<file path="config.mk">
export PLATFORM = sky130hd
export DESIGN_NAME = grid_renderer
export DESIGN_NICKNAME = d
export VERILOG_FILES = /design/src/rtl/grid_renderer.sv
export SDC_FILE = /design/constraint.sdc
export NUM_CORES = 1
export LEC_CHECK = 0
export ABC_AREA = 0
export CORE_AREA = 2 2 258 260
export CTS_BUF_LIST = sky130_fd_sc_hd__clkbuf_16
export DETAILED_ROUTE_END_ITERATION = 16
export DIE_AREA = 0 0 260 262
export DONT_BUFFER_PORTS = 1
export HOLD_SLACK_MARGIN = 0.1
export PLACE_DENSITY = 0.3
export SLEW_MARGIN = 20
export SYNTH_ARGS = -nofsm -noshare
export SYNTH_HDL_FRONTEND = slang
export SYNTH_SLANG_ARGS = --single-unit
</file>
<file path="constraint.sdc">
create_clock -name Clk -period 3.9 [get_ports Clk]
set_clock_uncertainty 0.05 [all_clocks]
set_input_delay 0.585 -clock Clk [delete_from_list [all_inputs] [get_ports Clk]]
set_output_delay 0.585 -clock Clk [all_outputs]
set_load 0.005 [all_outputs]
</file>
<file path="src/rtl/grid_renderer.sv">
// -----------------------------------------------------------------------------
// grid_renderer
//
// Clocked playfield colour mapper. Tracks the raster position incrementally
// (no dividers) and maps each playfield cell value through an 8-entry
// palette to registered 4:4:4 RGB. The latency from a DrawX/DrawY pair to its
// colour is exactly 2 Clk cycles.
//
// Pipeline
//   stage 0 : sub-cell / cell counters advanced from DrawX/DrawY
//             (combinational, written back to the counter flops)
//   stage 1 : region flag, grid-line flag, cell value and flash decision
//   stage 2 : palette lookup registered onto Red/Green/Blue
//
// Optional feature macro: GRID_FLASH_EN
//   defined   : frame counter fcnt plus the clear_mask row-flash path
//   undefined : no frame counter, flash is constant 0, clear_mask and
//               frame_start are ignored (latency unchanged)
//
// Ports
//   Clk          in   pixel clock, one DrawX step per cycle
//   Reset_n      in   asynchronous active-low reset
//   DrawX        in   [9:0] current pixel column
//   DrawY        in   [9:0] current pixel row
//   frame_start  in   one-cycle pulse at the start of each frame
//   grid         in   [3*COLS*ROWS-1:0] cell values; cell (col,row) lives at
//                     bits [(col*ROWS+row)*3 +: 3]; 0 = empty
//   clear_mask   in   [ROWS-1:0] bit r set = row r pending clear
//   Red/Green/Blue out [3:0] each, registered pixel colour
// -----------------------------------------------------------------------------
module grid_renderer #(
    parameter int COLS        = 10,
    parameter int ROWS        = 20,
    parameter int CELL        = 24,
    parameter int X0          = 200,
    parameter int Y0          = 0,
    parameter int FLASH_SHIFT = 3
) (
    input  logic                     Clk,
    input  logic                     Reset_n,
    input  logic [9:0]               DrawX,
    input  logic [9:0]               DrawY,
    input  logic                     frame_start,
    input  logic [3*COLS*ROWS-1:0]   grid,
    input  logic [ROWS-1:0]          clear_mask,
    output logic [3:0]               Red,
    output logic [3:0]               Green,
    output logic [3:0]               Blue
);

    localparam int SXW = $clog2(CELL);
    localparam int CXW = (COLS > 1) ? $clog2(COLS) : 1;
    localparam int RYW = (ROWS > 1) ? $clog2(ROWS) : 1;

    // Region bounds carried at 11 bits so X0 + COLS*CELL may reach 1024.
    localparam logic [10:0] X_BEG = 11'(X0);
    localparam logic [10:0] X_END = 11'(X0 + COLS * CELL);
    localparam logic [10:0] Y_BEG = 11'(Y0);
    localparam logic [10:0] Y_END = 11'(Y0 + ROWS * CELL);

    localparam logic [SXW-1:0] SUB_LAST = SXW'(CELL - 1);
    localparam logic [CXW-1:0] CX_LAST  = CXW'(COLS - 1);
    localparam logic [RYW-1:0] RY_LAST  = RYW'(ROWS - 1);

    // ------------------------------------------------------------------
    // Cell array view of the flat grid bus
    // ------------------------------------------------------------------
    logic [2:0] cell_arr [COLS][ROWS];

    genvar gi, gj;
    generate
        for (gi = 0; gi < COLS; gi++) begin : g_col
            for (gj = 0; gj < ROWS; gj++) begin : g_row
                assign cell_arr[gi][gj] = grid[(gi * ROWS + gj) * 3 +: 3];
            end
        end
    endgenerate

    // ------------------------------------------------------------------
    // Stage 0: raster counters
    // ------------------------------------------------------------------
    logic [10:0]    dx_w, dy_w;
    logic           in_x, in_y;
    logic [SXW-1:0] sx_q, sx_d, sy_q, sy_d;
    logic [CXW-1:0] cx_q, cx_d;
    logic [RYW-1:0] ry_q, ry_d;

    assign dx_w = {1'b0, DrawX};
    assign dy_w = {1'b0, DrawY};
    assign in_x = (dx_w >= X_BEG) && (dx_w < X_END);
    assign in_y = (dy_w >= Y_BEG) && (dy_w < Y_END);

    // The _d values describe the pixel presented this cycle; they feed
    // stage 1 directly so the pixel at DrawX == X0 already sees sx == 0.
    always_comb begin
        sx_d = sx_q;
        cx_d = cx_q;
        if (dx_w == X_BEG) begin
            sx_d = '0;
            cx_d = '0;
        end else if (in_x) begin
            if (sx_q == SUB_LAST) begin
                sx_d = '0;
                if (cx_q != CX_LAST) begin
                    cx_d = cx_q + CXW'(1);
                end
            end else begin
                sx_d = sx_q + SXW'(1);
            end
        end
    end

    // Rows advance once per line, on the DrawX == 0 cycle.
    always_comb begin
        sy_d = sy_q;
        ry_d = ry_q;
        if (dx_w == 11'd0) begin
            if (dy_w == Y_BEG) begin
                sy_d = '0;
                ry_d = '0;
            end else if (in_y) begin
                if (sy_q == SUB_LAST) begin
                    sy_d = '0;
                    if (ry_q != RY_LAST) begin
                        ry_d = ry_q + RYW'(1);
                    end
                end else begin
                    sy_d = sy_q + SYW_ONE();
                end
            end
        end
    end

    function automatic logic [SXW-1:0] SYW_ONE();
        return SXW'(1);
    endfunction

    // ------------------------------------------------------------------
    // Flash control
    // ------------------------------------------------------------------
    logic flash_now;

`ifdef GRID_FLASH_EN
    localparam int FW = FLASH_SHIFT + 1;
    logic [FW-1:0] fcnt_q, fcnt_d;

    // Free-running, wraps naturally from all-ones to zero.
    always_comb begin
        fcnt_d = fcnt_q;
        if (frame_start) begin
            fcnt_d = fcnt_q + FW'(1);
        end
    end

    always_ff @(posedge Clk or negedge Reset_n) begin
        if (!Reset_n) begin
            fcnt_q <= '0;
        end else begin
            fcnt_q <= fcnt_d;
        end
    end

    assign flash_now = fcnt_q[FLASH_SHIFT] & clear_mask[ry_d];
`else
    logic unused_flash_inputs;
    assign unused_flash_inputs = ^{frame_start, clear_mask};
    assign flash_now = 1'b0;
`endif

    // ------------------------------------------------------------------
    // Stage 1: per-pixel decisions
    // ------------------------------------------------------------------
    logic       vld_q, vld_d;
    logic       region_q, region_d;
    logic       line_q, line_d;
    logic [2:0] cell_q, cell_d;
    logic       flash_q, flash_d;

    always_comb begin
        vld_d    = 1'b1;
        region_d = in_x && in_y;
        line_d   = (sx_d == '0) || (sy_d == '0);
        cell_d   = cell_arr[cx_d][ry_d];
        flash_d  = flash_now;
    end

    // ------------------------------------------------------------------
    // Stage 2: palette
    // ------------------------------------------------------------------
    function automatic logic [11:0] palette(input logic [2:0] v);
        case (v)
            3'd0:    return 12'hFFF;
            3'd1:    return 12'h0FF;
            3'd2:    return 12'hFF0;
            3'd3:    return 12'hA0F;
            3'd4:    return 12'h0F0;
            3'd5:    return 12'hF00;
            3'd6:    return 12'h00F;
            default: return 12'hF80;
        endcase
    endfunction

    logic [11:0] rgb_q, rgb_d;

    always_comb begin
        rgb_d = 12'h000;
        if (vld_q && region_q && !line_q) begin
            rgb_d = flash_q ? 12'hFFF : palette(cell_q);
        end
    end

    // ------------------------------------------------------------------
    // State registers
    // ------------------------------------------------------------------
    always_ff @(posedge Clk or negedge Reset_n) begin
        if (!Reset_n) begin
            sx_q     <= '0;
            cx_q     <= '0;
            sy_q     <= '0;
            ry_q     <= '0;
            vld_q    <= 1'b0;
            region_q <= 1'b0;
            line_q   <= 1'b0;
            cell_q   <= '0;
            flash_q  <= 1'b0;
            rgb_q    <= '0;
        end else begin
            sx_q     <= sx_d;
            cx_q     <= cx_d;
            sy_q     <= sy_d;
            ry_q     <= ry_d;
            vld_q    <= vld_d;
            region_q <= region_d;
            line_q   <= line_d;
            cell_q   <= cell_d;
            flash_q  <= flash_d;
            rgb_q    <= rgb_d;
        end
    end

    assign Red   = rgb_q[11:8];
    assign Green = rgb_q[7:4];
    assign Blue  = rgb_q[3:0];

endmodule

</file>
Word-level counts from Yosys, hierarchy flattened
Index checks and enable logic that the tools add are counted.
Storage, ports and cells
  bits in registers: 37
  output and inout bits: 12
  input bits: 643
  word-level logic and storage cells: 68
Cells by class
  bitwise operators: 2
  reductions and logical operators: 12
  multiplexer cells: 24
  equal/unequal tests: 11
  magnitude comparators: 6
  $add $sub $neg: 4
Operators by type and width (count)
  binary-select mux 60 bit (select 4 bit): 1
  2-to-1 mux 60 bit: 2
  one-hot mux 12 bit (7 select lines): 1
  2-to-1 mux 5 bit: 12
  logical NOT 11 bit: 2
  < comparator 10 x 9 -> 1 bit, second input constant: 2
  2-to-1 mux 4 bit: 4
  adder 5 x 1 -> 5 bit, second input constant: 3
  binary-select mux 3 bit (select 5 bit): 1
  2-to-1 mux 12 bit: 1
  == test 10 x 8 -> 1 bit, second input constant: 1
  == test 5 bit, second input constant: 2
  >= comparator 10 x 1 -> 1 bit, second input constant: 1
  >= comparator 10 x 8 -> 1 bit, second input constant: 1
  logical NOT 5 bit: 2
  == test 3 bit, second input constant: 3
  == test 3 x 2 -> 1 bit, second input constant: 2
  >= comparator 6 bit, second input constant: 1
  2-to-1 mux 3 bit: 2
  inverter 5 -> 6 bit: 1
  >= comparator 5 bit, second input constant: 1
  logical AND 1 bit: 5
  != test 5 bit, second input constant: 1
  inverter 4 -> 5 bit: 1
  other kinds (6): 6

Logic depth before layout (Yosys ltp)
  word-level depth: 12
  gate-level depth with buffers: 17
  gate-level depth less buffers: 13

Worst setup path before layout
No wires, ideal clock.
  kind: flip-flop to flip-flop
  start: register ry_q[0]
  end: register cell_q[2]
  library setup time: 0.138 ns
  arrival time: 2.904 ns
  required time: 3.712 ns
  path buffers: 2
  setup slack: 0.808 ns
  cell stages (with the launch flop): 15
  clock period less this slack: 3.092 ns
  path through: dfrtp_1 > ha_1 > or4bb_1 > and3_1 > a21oi_4 > or2_4 > inv_2 > buf_6 > buf_4 > o41ai_1 > o32ai_2 > o311ai_1 > o311ai_1 > o311ai_1 > o211ai_1
Between the ends
  word-level cells in the longest chain between the ends: 10
  elaborated cells on any way between the ends: 11
  classes of those cells: add/sub (1); eq/ne (1); mux (8); bitwise (1)
RTL lines
  from (decl): line 86  | logic [RYW-1:0] ry_q, ry_d;
  from (signal assigned): line 231  | ry_q <= ry_d;
  adder 5 x 1 -> 5 bit / != test 5 bit (equally long branches): line 125, 124
  2-to-1 mux 5 bit: line 124  | if (ry_q != RY_LAST) begin
  2-to-1 mux 5 bit: line 122  | if (sy_q == SUB_LAST) begin
  2-to-1 mux 5 bit: line 121  | end else if (in_y) begin
  2-to-1 mux 5 bit: line 118  | if (dy_w == Y_BEG) begin
  2-to-1 mux 5 bit *: line 117  | if (dx_w == 11'd0) begin
  inverter 5 -> 6 bit (implied by the code) *: line 183  | cell_d = cell_arr[cx_d][ry_d];
  binary-select mux 3 bit (select 5 bit) *: line 183
  2-to-1 mux 3 bit (implied by the code) * (2 in a row): line 183
  via cell_d[2]: line 176  | logic [2:0] cell_q, cell_d;
  to (signal assigned): line 235  | cell_q <= cell_d;
  to (decl): line 176
The timed path passes the listed nets; every way through them passes the cells marked *. The select of a mux whose other input is x is not followed.

Worst setup path in the final report
  start: register ry_q[1]
  end: register cell_q[2]
The elaborated chain is that of the path after synthesis.

==> reports/metrics.cfg <==
[floorplan]
initial_core_util_pct = 13.26
die_area_um2 = 68120
num_io_pins = 655
core_um2 = 65280
num_rows = 94
die_w_um = 260
die_y_um = 262

[cts]
numCtsBuffers = 5
cts_sinks = 30
clock_latency_ns = 0.28
cts_root_buffer = clkbuf_16
cts_tree = built
ctsLongestPathBuffers = 2
clkTransAtPathRegs_ns = 0.05
htree_levels = 2

[route]
dr_total_vias = 11050
wirelength_um = 64220
wl_per_cell_um = 28.67
dr.pass1.iters = 5
routed_via_density = 4.934
drt_iter0_drc = 854
drc = 0
antenna_left = 0

[power]
cellLeakagePower_nw = 4.050
vdd_drop_max_mv = 0.1415
power-per-cell-area_nw_per_um2 = 282.6

[global_route]
grt_pass1_wl_um = 84970
grt_pass1_vias = 11080
grt_antenna_before_repair = 10
grt_max_degree = 44
track_usage_pct = 17.48
grt_remaining_overflow = 0

[critical_path]
r2r-start = ry_q[1]
r2r_end = cell_q[2]
path_max_fanout = 15
rr_worst_depth = 14
crit_type = reg -> reg
critPathLaunchType = flop
crit_start = ry_q[1]
arrival_ns = 3.82
crit_required_ns = 3.98
endpoint_kind = flop
worst-r2r-setup-slack_ns = 0.16

[place]
io_buffers = 0
gp_congestion = 0.8899
placed_area_um2 = 10580
dp_slack_ns = -0.5559
dp_hpwl_um = 53090

[timing]
tightestPinTransition_ns = 0.7627
post-route-period-util_pct = 95.82
layout_min_cycle_time_ns = 3.737
rsz0062_at_grt = yes
hold_viol_final = 0
slew_violations = 0
setup_ws_ns = 0.1631
finalSetupViolCount = 0
relSlewSlack_pct = 49.10
max_freq_mhz = 267.6

[synth]
yosysUniqueCellTypes = 81
synthesis.instances = 1329
syn_area_per_cell_um2 = 6.511
async_flop_share_pct = 100.0
synth_nets = 1977
synth_ff_type = dfrtp_1
yosysWarningCount = 0
synth-seq-area-share_pct = 8.676
syn_area_um2 = 8653
ys_ff_latch = 30
synth-edff-count = 0

[worst_hold_path]
holdCritPathClass = reg -> reg
min_to = sy_q[4]
min-delay-start = sy_q[4]
hold_depth = 1

[finish]
final_util_pct = 16.96
synthToLayoutAreaGrowth_pct = 27.91
nNetsFinal = 2019
layout-drive-gt1-share_pct = 16.98
stdcell_area_um2 = 11070

[run_status]
outcome = completed

[run]
maxCapViolations = 0

==> layout by cell type, fill, tap and decap left out, types with 22 or more instances in the layout <==
cell and instances:
o211ai_1 23, o21ai_0 44, inv_1 36, nor3_1 22
a211oi_1 64, nand2_1 305, a21oi_1 97, mux2i_1 142
nand3_1 80, buf_12 24, buf_4 134, dfrtp_1 30
nor2_1 47, a31oi_1 32
==> registers in the layout, summed over array words and instances, names as in the netlist <==
signal and cells:
rgb_q 5, ry_q 5, sx_q 5, sy_q 5, cx_q 4, cell_q 3, line_q 1, region_q 1
vld_q 1
==> metrics by stage <==
step                setup TNS (ns)  hold WS, ns  std cells  power [mW]
floorplan                        0       0.2394       1329       1.760
detailed placement         -0.9391       0.2406       2221       2.651
finish                           0       0.5201       2240       3.128
CTS                              0       0.5088       2231       3.063
global route              -0.06181       0.5391       2239       3.357
global placement            -1.085       0.2402       2221       2.650
==> critical path, stage by stage (launching register included) <==
cell and delay, ns:
dfrtp_1 0.38, ha_1 0.22, or4bb_1 0.52, and3_1 0.26, a21oi_4 0.18, or2_4 0.26
inv_6 0.11, buf_12 0.18, buf_4 0.20, o41ai_1 0.46, o32ai_2 0.19, buf_4 0.17
o211ai_1 0.19, buf_4 0.14, o211ai_1 0.09
==> per-layer routing <==
metal	track usage, %	up-vias	part of all wire (%)
met1	23.08	5360	43
met3	3.144	50	6.6
met2	29.80	561	48
li1	-	5076	-
met4	3.305	6	1.8
met5	0	-	0.050
==> Yosys cell counts, drive strengths merged (20+ instances only) <==
cell | n | area share, %
nor2 | 53 | 2.3
a21oi | 100 | 6.0
nor3 | 25 | 1.4
clkbuf | 35 | 1.5
nand3 | 82 | 4.9
a211oi | 67 | 5.8
a22oi | 20 | 1.7
buf | 98 | 7.2
a31oi | 35 | 2.6
dfrtp | 30 | 8.7
mux2i | 143 | 17
o21ai | 52 | 3.0
nand2 | 307 | 13
inv | 40 | 1.7
o211ai | 23 | 2.0
==> repair_timing <==
action	4_1_cts	5_1_grt
setup endpoints to repair	3	3
cloned	0	2
endpoints found under the hold margin	30	0
pin swaps	1	2
setup buffers	0	3
hold buffers	2	0
resized for setup	11	31
==> kinds of logic (layout without fill, tap and decap cells) <==
| group | after synthesis | in the layout | share of synthesized area (%) |
|---|---|---|---|
| muxes | 147 | 147 | 17.11 |
| xor gates and xnor gates | 3 | 3 | 0.3037 |
| and+or+nand+nor | 546 | 546 | 28.69 |
| other | 1 | 5 | 0.04334 |
| AOI/OAI and AO/OA | 424 | 424 | 33.99 |
| DFF | 30 | 30 | 8.676 |
| adders and majority gates | 5 | 5 | 0.7230 |
| buffers and inverters | 173 | 216 | 10.47 |
==> worst max path at each step <==
stage	depth (start not counted)	endpoint	slack, ns
2_1_floorplan	14	cell_q[2]	0.81
3_3_place_gp	14	cell_q[0]	-0.51
3_5_place_dp	14	cell_q[0]	-0.56
4_1_cts	13	cell_q[0]	0.003
5_1_grt	16	cell_q[1]	-0.05
6_report	14	cell_q[2]	0.16
==> where the power goes <==
part	switching, mW	internal [mW]	total, mW
Combinational	1.39	0.957	2.35
Clock	0.140	0.230	0.370
Sequential	0.0523	0.358	0.410
==> area by class of cell <==
class / instances / area, µm²
multi-input combinational: 1126 / 7261
inverter: 40 / 170.2
sequential: 30 / 750.7
antenna: 4 / 10.01
clock inverter: 3 / 12.51
fill: 7542 / 54210
tap: 864 / 1081
timing repair buffer: 168 / 1658
clock buffer: 5 / 125.1
(Power assumes the default switching activity.)
